## src/rtl/bin2bcd_pkg.sv

```systemverilog
// rtl/bin2bcd_pkg.sv - shared constants and FSM state type for the binary-to-BCD converter
package bin2bcd_pkg;

  localparam int BIN_W_DEF = 8;
  localparam int DIG_DEF   = 3;
  localparam int CNT_W     = $clog2(BIN_W_DEF);

  typedef enum logic {
    ST_IDLE  = 1'b0,
    ST_SHIFT = 1'b1
  } state_t;

endpackage

```

## src/rtl/bin2bcd_seq_if.sv

```systemverilog
// rtl/bin2bcd_seq_if.sv - start/done conversion handshake between requester and converter
interface bin2bcd_seq_if
  import bin2bcd_pkg::*;
#(
  parameter int BIN_W = BIN_W_DEF,
  parameter int DIG   = DIG_DEF
);

  logic               start;
  logic [BIN_W-1:0]   bin;
  logic               busy;
  logic               done;
  logic [4*DIG-1:0]   bcd;

  modport master (
    output start,
    output bin,
    input  busy,
    input  done,
    input  bcd
  );

  modport slave (
    input  start,
    input  bin,
    output busy,
    output done,
    output bcd
  );

endinterface

```

## src/rtl/bcd_add3.sv

```systemverilog
// rtl/bcd_add3.sv - one-digit add-3 correction applied before each double-dabble shift
module bcd_add3 (
  input  logic [3:0] i_d,
  output logic [3:0] o_d
);

  assign o_d = (i_d >= 4'd5) ? i_d + 4'd3 : i_d;

endmodule

```

## src/rtl/bin2bcd_seq.sv

```systemverilog
// rtl/bin2bcd_seq.sv - sequential shift-and-add-3 binary-to-BCD converter, one bit per cycle
module bin2bcd_seq
  import bin2bcd_pkg::*;
#(
  parameter int BIN_W = BIN_W_DEF,
  parameter int DIG   = DIG_DEF
) (
  input  logic          sys_clk,
  input  logic          sys_rst_n,
  bin2bcd_seq_if.slave  s_if
);

  localparam int CW = (BIN_W > 1) ? $clog2(BIN_W) : 1;
  localparam logic [CW-1:0] LAST_CNT = CW'(BIN_W - 1);

  state_t                  r_state, w_state_nxt;
  logic [CW-1:0]           r_cnt, w_cnt_nxt;
  logic [BIN_W-1:0]        r_shift, w_shift_nxt;
  logic [4*DIG-1:0]        r_scr, w_scr_nxt;
  logic [4*DIG-1:0]        r_bcd, w_bcd_nxt;
  logic                    r_done, w_done_nxt;
  logic [4*DIG-1:0]        w_adj;
  logic [4*DIG+BIN_W-1:0]  w_cat;

  for (genvar g = 0; g < DIG; g++) begin : g_add3
    bcd_add3 u_add3 (
      .i_d (r_scr[4*g +: 4]),
      .o_d (w_adj[4*g +: 4])
    );
  end

  // Corrected digits and remaining binary bits shift as one word; the digit
  // MSB falls off the top, which is safe because DIG covers the full range.
  assign w_cat = {w_adj, r_shift} << 1;

  always_comb begin
    w_state_nxt = r_state;
    w_cnt_nxt   = r_cnt;
    w_shift_nxt = r_shift;
    w_scr_nxt   = r_scr;
    w_bcd_nxt   = r_bcd;
    w_done_nxt  = 1'b0;
    case (r_state)
      ST_IDLE: begin
        if (s_if.start) begin
          w_shift_nxt = s_if.bin;
          w_scr_nxt   = '0;
          w_cnt_nxt   = '0;
          w_state_nxt = ST_SHIFT;
        end
      end
      ST_SHIFT: begin
        w_scr_nxt   = w_cat[4*DIG+BIN_W-1 : BIN_W];
        w_shift_nxt = w_cat[BIN_W-1:0];
        w_cnt_nxt   = r_cnt + 1'b1;
        if (r_cnt == LAST_CNT) begin
          w_bcd_nxt   = w_cat[4*DIG+BIN_W-1 : BIN_W];
          w_done_nxt  = 1'b1;
          w_state_nxt = ST_IDLE;
        end
      end
      default: w_state_nxt = ST_IDLE;
    endcase
  end

  always_ff @(posedge sys_clk or negedge sys_rst_n) begin
    if (!sys_rst_n) begin
      r_state <= ST_IDLE;
      r_cnt   <= '0;
      r_shift <= '0;
      r_scr   <= '0;
      r_bcd   <= '0;
      r_done  <= 1'b0;
    end else begin
      r_state <= w_state_nxt;
      r_cnt   <= w_cnt_nxt;
      r_shift <= w_shift_nxt;
      r_scr   <= w_scr_nxt;
      r_bcd   <= w_bcd_nxt;
      r_done  <= w_done_nxt;
    end
  end

  assign s_if.busy = (r_state == ST_SHIFT);
  assign s_if.done = r_done;
  assign s_if.bcd  = r_bcd;

endmodule

```

## src/flat_wrapper.sv

```systemverilog
// flat-port wrapper written by rule: the top's interface ports become plain ports
module bin2bcd_seq_flat import bin2bcd_pkg::*;
#(
  parameter int BIN_W = BIN_W_DEF,
  parameter int DIG   = DIG_DEF
)
  (sys_clk, sys_rst_n, s_if_start, s_if_bin, s_if_busy, s_if_done, s_if_bcd);
  bin2bcd_seq_if #(.BIN_W(BIN_W), .DIG(DIG)) s_if_i ();
  input  logic sys_clk;
  input  logic sys_rst_n;
  input wire logic [$bits(s_if_i.start)-1:0] s_if_start;
  input wire logic [$bits(s_if_i.bin)-1:0] s_if_bin;
  output wire logic [$bits(s_if_i.busy)-1:0] s_if_busy;
  output wire logic [$bits(s_if_i.done)-1:0] s_if_done;
  output wire logic [$bits(s_if_i.bcd)-1:0] s_if_bcd;
  assign s_if_i.start = s_if_start;
  assign s_if_i.bin = s_if_bin;
  assign s_if_busy = s_if_i.busy;
  assign s_if_done = s_if_i.done;
  assign s_if_bcd = s_if_i.bcd;
  bin2bcd_seq #(.BIN_W(BIN_W), .DIG(DIG)) u_core (.sys_clk(sys_clk), .sys_rst_n(sys_rst_n), .s_if(s_if_i));
endmodule
```

## config.mk

```make
export PLATFORM = sky130hd
export DESIGN_NAME = bin2bcd_seq_flat
export DESIGN_NICKNAME = d
export VERILOG_FILES = /design/src/rtl/bin2bcd_pkg.sv /design/src/rtl/bin2bcd_seq_if.sv /design/src/rtl/bcd_add3.sv /design/src/rtl/bin2bcd_seq.sv /design/src/flat_wrapper.sv
export SDC_FILE = /design/constraint.sdc
export NUM_CORES = 1
export LEC_CHECK = 0
export ABC_AREA = 1
export CORE_MARGIN = 3
export CORE_UTILIZATION = 35
export CTS_CLUSTER_SIZE = 14
export DETAILED_ROUTE_END_ITERATION = 16
export GPL_ROUTABILITY_DRIVEN = 1
export PLACE_DENSITY = 0.62
export SYNTH_ARGS = -nofsm -noshare
export SYNTH_HDL_FRONTEND = slang
export SYNTH_SLANG_ARGS = --single-unit
```

## constraint.sdc

```tcl
create_clock -name sys_clk -period 1.5 [get_ports sys_clk]
set_input_delay 0.15 -clock sys_clk [delete_from_list [all_inputs] [get_ports sys_clk]]
set_output_delay 0.15 -clock sys_clk [all_outputs]
set_load 0.005 [all_outputs]
```

==> metrics <==
status finished clean; Non-Filler Instances 298; Post-synth EDFFs 0; GR Overflow Total 0; Tot Pwr 4.818 mW; RSZ-0062 raised after global routing no; I/O pins 25; ant diodes 0; clock skew 0.002799 ns; type of the worst setup path register to primary output; Worst Path Required 1.35 ns; Via Count 1408; Synth async-reset ratio 1.000; dpl cells 287; drt wl/cell 11.60 um; Most used DFF post-synth dfrtp_1; critical path capture point type primary output; CTS tree done; vias per std cell 4.725; Synth Area in XOR/XNOR 0; layout overhead on the synthesized area 24.39%; Synth Net Count 215; Crit-path slowest cell clkdlybuf4s50_1; YS warnings 0; Post-Syn Area 0.001754 mm^2; Synth Area in Compound Gates 0.08274; Initial Util 0.3665; synth unique cells 18; FILL cells 495; final wirelength 3456 um; Levels on crit path 1; Die X-Extent 76.80 um; core outline area 0.004786 mm^2; GP Congestion 0.8026; PwrDens 2208 mW/mm^2; DRT Pass-1 Iters 4; final instance area 0.002182 mm^2; setup TNS 0 ns; final setup vio count 0; CP arrival 1.25 ns; largest family of logic cells by synthesized area simple AND/OR/NAND/NOR gates; Peak Freq 715.6 MHz; R2R depth 6; first-pass GRT wire length 6154 um; Sinks on Clock Net 37; final worst setup slack 0.1026 ns; maximum buffer depth of the clock tree 2; Avg Inst Size Synth 8.950 um^2; Startpoint Class register; peak fanout along the critical path 7; Die ar. 0.005897 mm^2; CTS root buf clkbuf_8; placed cell areas 0.002057 mm^2; initial antenna violation count 0; row cnt 25; Peak VDD IR 0.7582 mV; Adder-Cell Fraction of Synth Area 0.05706; IO Port Bufs 24; CP Buf/Inv Count 1; H-tree level count 2; Post-Synth Simple-Gate Area 0.2596; layout cells sized above 1 0.1082; vias in the first global route 1354; Top delay family on crit path buffers and inverters; drc violations 0; setup slack, reg-to-reg 0.13 ns; Slowest Stage Delay on Critical Path 0.52 ns; max-slew violations 0; HP Class primary input to async pin; post-synthesis mux area share 0; sequential-to-total area share from yosys stat 0.5278; CTS Buf Count 5; DIE HEIGHT 76.80 um; Synth Register Bits 37; Final min period 1.397 ns; Final Util 0.4559; Slew @ Worst Pin 0.4674 ns; largest net degree at the start of global routing 38; clk_lat worst skew 0.28 ns; CP Cell Sequence clkdlybuf4s50_1; Post-Place Worst Slack 0.1272 ns; Hold Fails Final Rpt 0; Leak 1.073 nW; GR Util All Layers 0.1306; worst hold slack 0.4282 ns; Max Cap Violations 0; relative slew slack 0.6884; Post-Synthesis Cells 196; final period utilization 0.9316; First DRT Iteration DRCs 78; Post-DP HPWL 2439 um; Final nets 250; Detail Route Antenna Nets 0; clock slew at reported path FFs 0.07 ns
-- synthesized netlist by cell type (3+ instances only) --
library cell / number / area (um^2)
nand2_1: 54 / 202.7
o21ai_0: 9 / 45.04
nor2_1: 14 / 52.55
dfrtp_1: 37 / 925.9
inv_1: 13 / 48.80
nand4_1: 6 / 37.54
inv_2: 3 / 11.26
o22ai_1: 11 / 68.82
nor3_1: 7 / 35.03
nand3_1: 21 / 105.1
ha_1: 8 / 100.1
buf_6: 5 / 56.30
-- area by class of cell --
type	instances	area, um^2	area share
clock buffers	7	86.33	0.03956
inverters	17	66.31	0.03039
multi-input cells	136	705.7	0.3234
flip-flops and latches	37	927.1	0.4249
well taps	67	83.83	0.03842
repair buffers	34	312.8	0.1433
-- routing by layer --
layer | wire length [um] | GRT usage | vias up
met5 | 0 | 0 | -
met4 | 74 | 0.06159 | 0
met3 | 175 | 0.03756 | 8
met2 | 1493 | 0.2021 | 35
met1 | 1711 | 0.1677 | 641
li1 | - | - | 724
-- what timing repair did --
| action | 4_1_cts | 5_1_grt |
|---|---|---|
| endpoints found under the setup margin | 1 | 5 |
| resized for setup | 1 | 1 |
| hold buffers | 1 | 0 |
| endpoints found under the hold margin | 37 | 0 |
| buffers inserted | 0 | 3 |
-- registers in the layout (all words and copies together) (netlist names) --
name,cells
u_core.r_shift,8
u_core.s_if.bcd,12
u_core.r_cnt,3
u_core.s_if.done,1
u_core.s_if.busy,1
u_core.r_scr,12
-- cells by family after synthesis --
family | after synthesis
buf+inv | 23
fa+ha+maj | 8
flops | 37
compound gates | 24
simple gates | 104
-- placed cells by master (no fill, tap or decap) --
master / instances
nand2_1: 54
clkdlybuf4s50_1: 23
nand3_2: 1
dfrtp_1: 36
a22o_1: 2
nor3_1: 7
nor2_1: 14
buf_2: 1
dfrtp_2: 1
nand2_4: 2
nand4_1: 6
o21ai_0: 9
o22ai_1: 11
dlygate4sd3_1: 1
o21ai_2: 1
clkbuf_8: 6
buf_4: 9
inv_1: 13
a21oi_1: 1
ha_1: 8
inv_2: 3
nand3_1: 20
inv_4: 1
clkbuf_1: 1
-- final timing paths --
path                                       endpoint          startpoint
worst max-delay path                      s_if_busy    u_core.s_if.busy
worst min-delay path            u_core.s_if.bcd[10]           sys_rst_n
worst max register to register   u_core.s_if.bcd[4]     u_core.r_cnt[0]
worst min register to register   u_core.s_if.bcd[6]  u_core.s_if.bcd[6]
max in group asynchronous          u_core.s_if.busy           sys_rst_n
min in group sys_clk              u_core.r_shift[0]         s_if_bin[0]
-- power by group --
| group | switching [mW] | internal, mW |
|---|---|---|
| Combinational | 1.25 | 1.07 |
| Sequential | 0.324 | 1.49 |
| Clock | 0.316 | 0.364 |
No activity file was read; power rests on OpenSTA's default activity.
